**src/rtl/i2c_read_sched_if.sv**
```systemverilog
// Bundle of request, result and engine-side signals for the shared
// I2C register-read scheduler. The scheduler uses the master modport.
// The clients and the read engine use the slave modport.
interface i2c_read_sched_if #(
    parameter int NREQ = 4
);
    logic [NREQ-1:0]   req;
    logic [7*NREQ-1:0] dev_addr;
    logic [8*NREQ-1:0] reg_addr;
    logic [NREQ-1:0]   gnt;
    logic [NREQ-1:0]   rd_valid;
    logic [7:0]        rd_data;
    logic              rd_err;
    logic              busy;
    logic              eng_ena;
    logic [6:0]        eng_dev_addr;
    logic [7:0]        eng_reg_addr;
    logic [7:0]        eng_data;
    logic              eng_done;

    modport master (
        input  req, dev_addr, reg_addr, eng_data, eng_done,
        output gnt, rd_valid, rd_data, rd_err, busy,
               eng_ena, eng_dev_addr, eng_reg_addr
    );

    modport slave (
        output req, dev_addr, reg_addr, eng_data, eng_done,
        input  gnt, rd_valid, rd_data, rd_err, busy,
               eng_ena, eng_dev_addr, eng_reg_addr
    );
endinterface

```
**src/rtl/i2c_read_sched.sv**
```systemverilog
// Round-robin scheduler that shares one I2C register-read engine among
// NREQ requesters. It launches one read at a time and waits for the engine
// to finish or for the timeout to expire. It then returns the byte to the
// winner and holds the engine disabled for a short gap.
module i2c_read_sched #(
    parameter int NREQ    = 4,
    parameter int TIMEOUT = 4095,
    parameter int GAP_CYC = 2
) (
    input  logic             clk,
    input  logic             rst,
    i2c_read_sched_if.master bus
);
    localparam int PW = (NREQ > 1) ? $clog2(NREQ) : 1;

    typedef enum logic [1:0] {IDLE, RUN, DONE, GAP} state_t;

    state_t          stateReg, stateNext;
    logic [15:0]     cntReg, cntNext;
    logic [15:0]     gapReg, gapNext;
    logic [PW-1:0]   ptrReg, ptrNext;
    logic [PW-1:0]   gIdxReg, gIdxNext;
    logic [NREQ-1:0] gntReg, gntNext;
    logic [NREQ-1:0] rdValidReg, rdValidNext;
    logic [7:0]      rdDataReg, rdDataNext;
    logic            rdErrReg, rdErrNext;
    logic            busyReg;
    logic            engEnaReg, engEnaNext;
    logic [6:0]      engDevReg, engDevNext;
    logic [7:0]      engRegReg, engRegNext;

    logic [6:0]      devSlice [NREQ];
    logic [7:0]      regSlice [NREQ];
    logic            pickValid;
    logic [PW-1:0]   pickIdx;

    // Split the flat address buses into per-requester slices.
    for (genvar gi = 0; gi < NREQ; gi++) begin : gSlice
        assign devSlice[gi] = bus.dev_addr[7*gi +: 7];
        assign regSlice[gi] = bus.reg_addr[8*gi +: 8];
    end

    // Find the first active request at or after ptr, wrapping modulo NREQ.
    always_comb begin
        logic [PW:0]   sum;
        logic [PW-1:0] cand;
        pickValid = 1'b0;
        pickIdx   = '0;
        sum       = '0;
        cand      = '0;
        for (int off = 0; off < NREQ; off++) begin
            sum = {1'b0, ptrReg} + (PW+1)'(off);
            if (sum >= (PW+1)'(NREQ)) begin
                sum = sum - (PW+1)'(NREQ);
            end
            cand = sum[PW-1:0];
            if (!pickValid && bus.req[cand]) begin
                pickValid = 1'b1;
                pickIdx   = cand;
            end
        end
    end

    // Next-state and next-output logic for the launch/run/done/gap sequence.
    always_comb begin
        stateNext   = stateReg;
        cntNext     = cntReg;
        gapNext     = gapReg;
        ptrNext     = ptrReg;
        gIdxNext    = gIdxReg;
        gntNext     = gntReg;
        rdValidNext = '0;
        rdDataNext  = rdDataReg;
        rdErrNext   = rdErrReg;
        engEnaNext  = engEnaReg;
        engDevNext  = engDevReg;
        engRegNext  = engRegReg;
        case (stateReg)
            IDLE: begin
                if (pickValid) begin
                    gIdxNext   = pickIdx;
                    gntNext    = NREQ'(1) << pickIdx;
                    engDevNext = devSlice[pickIdx];
                    engRegNext = regSlice[pickIdx];
                    engEnaNext = 1'b1;
                    cntNext    = '0;
                    stateNext  = RUN;
                end
            end
            RUN: begin
                cntNext = cntReg + 16'd1;
                // A completion in the same cycle as the timeout wins.
                if (bus.eng_done) begin
                    rdDataNext  = bus.eng_data;
                    rdErrNext   = 1'b0;
                    rdValidNext = gntReg;
                    stateNext   = DONE;
                end else if (cntReg == 16'(TIMEOUT - 1)) begin
                    rdDataNext  = 8'hFF;
                    rdErrNext   = 1'b1;
                    rdValidNext = gntReg;
                    stateNext   = DONE;
                end
            end
            DONE: begin
                engEnaNext = 1'b0;
                gntNext    = '0;
                ptrNext    = (gIdxReg == PW'(NREQ - 1)) ? '0 : gIdxReg + PW'(1);
                // The DONE->GAP edge is the first low cycle and IDLE is the last one.
                // GAP therefore only covers the remaining GAP_CYC-2 cycles.
                gapNext    = (GAP_CYC > 1) ? 16'(GAP_CYC - 2) : 16'd0;
                stateNext  = (GAP_CYC > 1) ? GAP : IDLE;
            end
            GAP: begin
                if (gapReg == 16'd0) begin
                    stateNext = IDLE;
                end else begin
                    gapNext = gapReg - 16'd1;
                end
            end
            default: stateNext = IDLE;
        endcase
    end

    // State and output registers with synchronous reset.
    always_ff @(posedge clk) begin
        if (rst) begin
            stateReg   <= IDLE;
            cntReg     <= '0;
            gapReg     <= '0;
            ptrReg     <= '0;
            gIdxReg    <= '0;
            gntReg     <= '0;
            rdValidReg <= '0;
            rdDataReg  <= '0;
            rdErrReg   <= 1'b0;
            busyReg    <= 1'b0;
            engEnaReg  <= 1'b0;
            engDevReg  <= '0;
            engRegReg  <= '0;
        end else begin
            stateReg   <= stateNext;
            cntReg     <= cntNext;
            gapReg     <= gapNext;
            ptrReg     <= ptrNext;
            gIdxReg    <= gIdxNext;
            gntReg     <= gntNext;
            rdValidReg <= rdValidNext;
            rdDataReg  <= rdDataNext;
            rdErrReg   <= rdErrNext;
            busyReg    <= (stateNext != IDLE);
            engEnaReg  <= engEnaNext;
            engDevReg  <= engDevNext;
            engRegReg  <= engRegNext;
        end
    end

    assign bus.gnt          = gntReg;
    assign bus.rd_valid     = rdValidReg;
    assign bus.rd_data      = rdDataReg;
    assign bus.rd_err       = rdErrReg;
    assign bus.busy         = busyReg;
    assign bus.eng_ena      = engEnaReg;
    assign bus.eng_dev_addr = engDevReg;
    assign bus.eng_reg_addr = engRegReg;
endmodule

```
**src/flat_wrapper.sv**
```systemverilog
// flat-port wrapper written by rule: the top's interface ports become plain ports
module i2c_read_sched_flat 
#(
    parameter int NREQ    = 4,
    parameter int TIMEOUT = 4095,
    parameter int GAP_CYC = 2
)
  (clk, rst, bus_req, bus_dev_addr, bus_reg_addr, bus_eng_data, bus_eng_done, bus_gnt, bus_rd_valid, bus_rd_data, bus_rd_err, bus_busy, bus_eng_ena, bus_eng_dev_addr, bus_eng_reg_addr);
  i2c_read_sched_if #(.NREQ(NREQ)) bus_i ();
  input  logic clk;
  input  logic rst;
  input wire logic [$bits(bus_i.req)-1:0] bus_req;
  input wire logic [$bits(bus_i.dev_addr)-1:0] bus_dev_addr;
  input wire logic [$bits(bus_i.reg_addr)-1:0] bus_reg_addr;
  input wire logic [$bits(bus_i.eng_data)-1:0] bus_eng_data;
  input wire logic [$bits(bus_i.eng_done)-1:0] bus_eng_done;
  output wire logic [$bits(bus_i.gnt)-1:0] bus_gnt;
  output wire logic [$bits(bus_i.rd_valid)-1:0] bus_rd_valid;
  output wire logic [$bits(bus_i.rd_data)-1:0] bus_rd_data;
  output wire logic [$bits(bus_i.rd_err)-1:0] bus_rd_err;
  output wire logic [$bits(bus_i.busy)-1:0] bus_busy;
  output wire logic [$bits(bus_i.eng_ena)-1:0] bus_eng_ena;
  output wire logic [$bits(bus_i.eng_dev_addr)-1:0] bus_eng_dev_addr;
  output wire logic [$bits(bus_i.eng_reg_addr)-1:0] bus_eng_reg_addr;
  assign bus_i.req = bus_req;
  assign bus_i.dev_addr = bus_dev_addr;
  assign bus_i.reg_addr = bus_reg_addr;
  assign bus_i.eng_data = bus_eng_data;
  assign bus_i.eng_done = bus_eng_done;
  assign bus_gnt = bus_i.gnt;
  assign bus_rd_valid = bus_i.rd_valid;
  assign bus_rd_data = bus_i.rd_data;
  assign bus_rd_err = bus_i.rd_err;
  assign bus_busy = bus_i.busy;
  assign bus_eng_ena = bus_i.eng_ena;
  assign bus_eng_dev_addr = bus_i.eng_dev_addr;
  assign bus_eng_reg_addr = bus_i.eng_reg_addr;
  i2c_read_sched #(.NREQ(NREQ), .TIMEOUT(TIMEOUT), .GAP_CYC(GAP_CYC)) u_core (.clk(clk), .rst(rst), .bus(bus_i));
endmodule
```
**config.mk**
```make
export PLATFORM = sky130hd
export DESIGN_NAME = i2c_read_sched_flat
export DESIGN_NICKNAME = d
export VERILOG_FILES = /design/src/rtl/i2c_read_sched_if.sv /design/src/rtl/i2c_read_sched.sv /design/src/flat_wrapper.sv
export SDC_FILE = /design/constraint.sdc
export NUM_CORES = 1
export LEC_CHECK = 0
export CORE_MARGIN = 8
export CORE_UTILIZATION = 40
export CTS_CLUSTER_DIAMETER = 100
export CTS_CLUSTER_SIZE = 28
export DETAILED_ROUTE_END_ITERATION = 7
export PLACE_DENSITY = 0.78
export SLEW_MARGIN = 20
export SYNTH_ARGS = -nofsm -noshare
export SYNTH_HDL_FRONTEND = slang
export SYNTH_SLANG_ARGS = --single-unit
```
**constraint.sdc**
```tcl
create_clock -name clk -period 5.3 [get_ports clk]
set_input_delay 1.59 -clock clk [delete_from_list [all_inputs] [get_ports clk]]
set_output_delay 1.59 -clock clk [all_outputs]
set_load 0.05 [all_outputs]
```
# [After elaboration in Yosys (flattened, before gate mapping)]
# Cells that the tools add are included.
# Widths: inputs -> output; s select.
[totals] regBits=72 in_bits=75 out_inout_bits=34 wordCells=107
[op_classes] n_addsub=10 magnitude_cmp=9 n_eq_ne=7 shifts=1 mux=46 bitwise=2 reduce_logical=19
[ops] cell="$pmux 16 s2" n=2
[ops] cell="$mux 16" n=2
[ops] cell="$mux 8" n=4
[ops] cell="$mux 2" n=13
[ops] cell="$add 16x1->16 const B" n=1
[ops] cell="$bmux 8 s2" n=1
[ops] cell="$eq 16x12->1 const B" n=1
[ops] cell="$logic_not 16->1" n=1
[ops] cell="$sub 16x1->16 const B" n=1
[ops] cell="$bmux 7 s2" n=1
[ops] cell="$mux 7" n=2
[ops] cell="$ge 3x3->1 const B" n=4
[ops] cell="$lt 2x3->1 const B" n=4
[ops] cell="$mux 4" n=3
[ops] cell="$mux 1" n=11
[ops] cell="$reduce_and 2->1" n=5
[ops] cell="$reduce_bool 2->1" n=5
[ops] cell="$bmux 1 s2" n=4
[ops] cell="$pmux 2 s4" n=1
[ops] cell="$pmux 4 s2" n=1
[ops] cell="$sub 2x1->2 const B" n=4
[ops] cell="$add 2x2->3 const B" n=2
[ops] cell="$eq 2x2->1 const B" n=3
[ops] cell="$shl 1x2->4 const A" n=1
[ops] cell="other kinds (13)" n=17

# [Logic depth before layout (Yosys ltp)]
[logic_depth] depth_word=18 depth_mapped=8 depth_no_buf=7

# [Worst setup path before layout]
# Ideal clock, no wire load.
[synth_path] kind="input port to flip-flop" from="in bus_req[2]" to="reg u_core.engDevReg[4], in the netlist u_core.bus.eng_dev_addr[4]" setup_ps=92 t_arrival_ps=2704 required_time_ps=5208 path_slack_ps=2504 cell_stages=5 path_buffers=1 cell_sequence="nor2b_2 > o31ai_2 > buf_2 > a221oi_1 > o32ai_1"
[synth_between] elab_chain_cells=16 word_cells_on_any_way=27 cone_classes="mux: 19; bitwise: 1; reduce/logical: 7"
[synth_lines] item="start: declaration" line="flat_wrapper.sv:12" rtl="input wire logic [$bits(bus_i.req)-1:0] bus_req;"
[synth_lines] item="$bmux 1 s2" line="i2c_read_sched.sv:57" rtl="if (!pickValid && bus.req[cand]) begin"
[synth_lines] item="$mux 1 (implied by the code)" line="i2c_read_sched.sv:57"
[synth_lines] item="$mux 1" line="i2c_read_sched.sv:57"
[synth_lines] item="$logic_not 1->1" line="i2c_read_sched.sv:57"
[synth_lines] item="$logic_and 1x1->1" line="i2c_read_sched.sv:57"
[synth_lines] item="$mux 1" line="i2c_read_sched.sv:57"
[synth_lines] item="$logic_not 1->1" line="i2c_read_sched.sv:57"
[synth_lines] item="$logic_and 1x1->1" line="i2c_read_sched.sv:57"
[synth_lines] item="$mux 1" line="i2c_read_sched.sv:57"
[synth_lines] item="$logic_not 1->1" line="i2c_read_sched.sv:57"
[synth_lines] item="$logic_and 1x1->1" line="i2c_read_sched.sv:57"
[synth_lines] item="$mux 2" line="i2c_read_sched.sv:57"
[synth_lines] item="$not 2->3 (implied by the code)" line="i2c_read_sched.sv:83" rtl="engDevNext = devSlice[pickIdx];"
[synth_lines] item="$bmux 7 s2" line="i2c_read_sched.sv:83"
[synth_lines] item="$mux 7 (implied by the code) (2 in a row)" line="i2c_read_sched.sv:83"
[synth_lines] item="end signal: assignment" line="i2c_read_sched.sv:153" rtl="engDevReg <= engDevNext;"
[synth_lines] item="end: declaration" line="i2c_read_sched.sv:29" rtl="logic [6:0] engDevReg, engDevNext;"
# Several ways; a longest one is shown, not always the timed one. The select of a mux whose other input is x is not followed.
# A chain may end at the register's enable or synchronous reset.

# [Final worst setup path]
[layout_path] from="in bus_req[1]" to="reg u_core.engDevReg[2], in the netlist u_core.bus.eng_dev_addr[2]"
# Same word-level chain as after synthesis.

==> flow_summary_export.csv <==
group,metric,value,unit
status,status,"finished, final reports clean",
logic_synthesis,synth.ff_latch_count,72,
clock_tree,clockRootBuffer,"clkbuf_8",
place,place.port_buffers,108,
clock_tree,insertion_delay,0.36,ns
clock_tree,post_cts_buffers,0,
clock_tree,max-clock-path-buffers,2,
power_and_ir_drop,p_sw,664.4,uW
critical_path,worst-setup-path-type,"in -> reg",
drt,drt.antenna.violating_nets,0,
place,finalWeightedCongestion,0.8407,
die,core_region_area,8678,sq um
power_and_ir_drop,power_per_cell_area,364.6,nW/um^2
power_and_ir_drop,power.share.clock,27.2,%
clock_tree,ctsHtreeMaxLevel,3,
critical_path,worst-r2r-setup-slack,2.92,ns
critical_path,crit_path_end_kind,"flip-flop",
job,max-cap-violations,0,
power_and_ir_drop,vdd.ir_drop.worst,0.1473,mV
power_and_ir_drop,report.power.total,1792,uW
clock_tree,cts_tree,"yes",
critical_path,crit_path_start_kind,"primary input",
global_route,vias_in_the_first_global_route,3460,
die,floorplan.io_pins,109,
critical_path,critical_path.max_fanout,31,
logic_synthesis,post_synthesis_area_per_instance,8.700,sq um
global_route,grt_max_degree,38,
timing,largest_clock_skew_in_the_final_design,0.02055,ns
worst_hold_path,hold_class,"reg -> reg",
die,floorplan.initialDensity,41.00,%
critical_path,worst-endpoint-required,5.52,ns
power_and_ir_drop,power.combinational.fraction,35.8,%
finish,post_route_cells_drive_above_1_share,7.283,%
timing,timing.fmax,281.0,MHz
logic_synthesis,async_reset_ff_share,0,%
finish,finish.utilization,56.65,%
timing,report.final.hold_viol_count,0,
timing,finalSetupViolations,0,
logic_synthesis,dominantRegCellSynth,"dfxtp_1",
power_and_ir_drop,share_of_total_power_in_sequential_cells,37.0,%
drt,drt_drc_violations_left,0,
finish,antenna-diode-count,0,
die,die_height,110.3,um
global_route,grt_antenna_before_repair,0,
timing,transition_time_at_the_pin_with_the_least_slew_margin,0.9603,ns
worst_hold_path,hold_depth,1,
timing,period_share,67.15,%
logic_synthesis,syn_area,3558,sq um
global_route,grtUsageTotal,16.76,%
clock_tree,cts.clk_slew.worst_paths,0.09,ns
drt,drt_wl_total,10060,um
power_and_ir_drop,p_leak,0.001825,uW
critical_path,timing.critical_path.arrival,3.78,ns
timing,unrepaired_setup_endpoints_after_global_routing,"no",
finish,final_common_cell,"clkdlybuf4s50_1",
die,rows,34,
critical_path,r2r.worst_path.cells,4,
clock_tree,numCtsBuffers,9,
logic_synthesis,yosysWarningCount,0,
place,dp_wirelength,7477,um
timing,period_minus_slack,3.559,ns
logic_synthesis,ys_types,58,
drt,avgViaCountPerCell,5.584,
finish,layout.cells.most_common_list,"clkdlybuf4s50_1 (107), nor2_1 (72), dfxtp_1 (72)",
power_and_ir_drop,switching_share,37.07,%
logic_synthesis,synth-edff-count,0,
drt,routed_wire_length_per_instance,16.33,um
die,die_area,12170,sq um
global_route,grt_first_pass_wirelength,16170,um
clock_tree,cts.sink_count,72,
logic_synthesis,yosysSeqAreaShare,40.51,%
drt,drt-initial-drc-count,271,
global_route,gr-usage-met2,27.36,%
finish,nets,582,
power_and_ir_drop,power.internal,1128,uW
global_route,grt_use_met3,7.384,%
die,width_of_the_die,110.3,um
timing,drv_slew,0,
clock_tree,cts_hold_fix_bufs,0,
clock_tree,post_cts.resized_instances,0,
global_route,grt_util_met1,18.36,%
logic_synthesis,mappedNetlistNets,488,
finish,filler_cell_count,787,
global_route,grt_overflow,0,
finish,final_area,4916,sq um
global_route,grt_busiest_layer,"met2",
logic_synthesis,synthCells,409,
drt,router_iterations_before_antenna_repair,4,
timing,finalSetupTns,0,ns
drt,detailroute.via_count,3440,
place,postPlaceCellArea,4678,sq um
timing,max-slew-margin-rel,35.85,%
finish,areaGrowthSynthToFinish,38.15,%
==> path summary, 6_finish.rpt <==
kind	from	end
worst max-delay path	bus_req[1]	u_core.bus.eng_dev_addr[2]
worst min-delay path	u_core.cntReg[5]	u_core.cntReg[5]
worst max register to register	u_core.stateReg[0]	u_core.cntReg[14]
worst min register to register	u_core.cntReg[5]	u_core.cntReg[5]
==> sequential cells by signal, summed over array words and instances (netlist names) <==
signal                   count
u_core.bus.busy              1
u_core.bus.eng_dev_addr      7
u_core.bus.eng_ena           1
u_core.bus.eng_reg_addr      8
u_core.bus.gnt               4
u_core.bus.rd_data           8
u_core.bus.rd_err            1
u_core.bus.rd_valid          4
u_core.cntReg               16
u_core.gIdxReg               2
u_core.gapReg               16
u_core.ptrReg                2
u_core.stateReg              2
==> cell families after synthesis <==
family | synth area share, %
simple gates | 25.07
compound gates | 20.92
flops | 40.51
buf+inv | 4.044
mux | 5.098
xor+xnor | 2.954
fa+ha+maj | 1.407
==> layer usage <==
metal	share of wire (%)	routed length, um
met1	41	4116
met4	1.9	192
met5	0	0
met3	9.0	909
met2	48	4840
==> power groups by stage <==
stage               sequential [uW]  combinational [uW]  clock (uW)
finish                          663                 641         488
global route                    672                 698         519
CTS                             663                 643         498
detailed placement              675                 641           0
global placement                672                 633           0
floorplan                       766                 349           0
==> worst max-delay path, stage by stage <==
cell	delay, ns
clkdlybuf4s50_1	0.54
nor4_1	0.50
nand2b_1	0.17
buf_4	0.31
or3_1	0.49
o32ai_1	0.16
==> final cells by class <==
type                            instances  area [sq um]  share of cell area, %
Timing Repair Buffer                  111          1099                  22.35
Sequential cell                        72          1441                  29.32
Inverter                                5         18.77                 0.3818
Multi-Input combinational cell        304          2001                  40.70
Clock buffer                           10         127.6                  2.596
Clock inverter                          6         93.84                  1.909
Tap cell                              108         135.1                  2.749
==> synth_stat cells (4+ instances only) <==
| cell | count | share of area, % |
|---|---|---|
| dfxtp_1 | 72 | 41 |
| nor2_1 | 72 | 7.6 |
| nand2_1 | 26 | 2.7 |
| a21oi_1 | 22 | 3.1 |
| mux2i_1 | 17 | 4.8 |
| a221oi_1 | 15 | 3.7 |
| nand3_1 | 15 | 2.1 |
| o32ai_1 | 15 | 3.7 |
| clkbuf_1 | 14 | 1.5 |
| o21a_1 | 12 | 2.5 |
| xor2_1 | 11 | 2.7 |
| buf_2 | 10 | 1.4 |
| nor3_1 | 8 | 1.1 |
| a31oi_1 | 6 | 1.1 |
| inv_1 | 5 | 0.53 |
| nand2b_1 | 5 | 0.88 |
| nand4_1 | 5 | 0.88 |
| nor3b_1 | 5 | 1.1 |
| o21ai_0 | 5 | 0.70 |
| or4_1 | 5 | 1.1 |
| ha_1 | 4 | 1.4 |
| nor2b_1 | 4 | 0.70 |
| or3_1 | 4 | 0.70 |
==> through the flow <==
step / worst slack, ns / std cells / hold slack (ns)
finish: 1.741 / 616 / 0.4735
global route: 1.546 / 616 / 0.4891
CTS: 1.751 / 616 / 0.4763
detailed placement: 1.367 / 600 / 0.4568
global placement: 1.416 / 600 / 0.4471
floorplan: 2.504 / 409 / 0.4387
(Power assumes the default switching activity.)
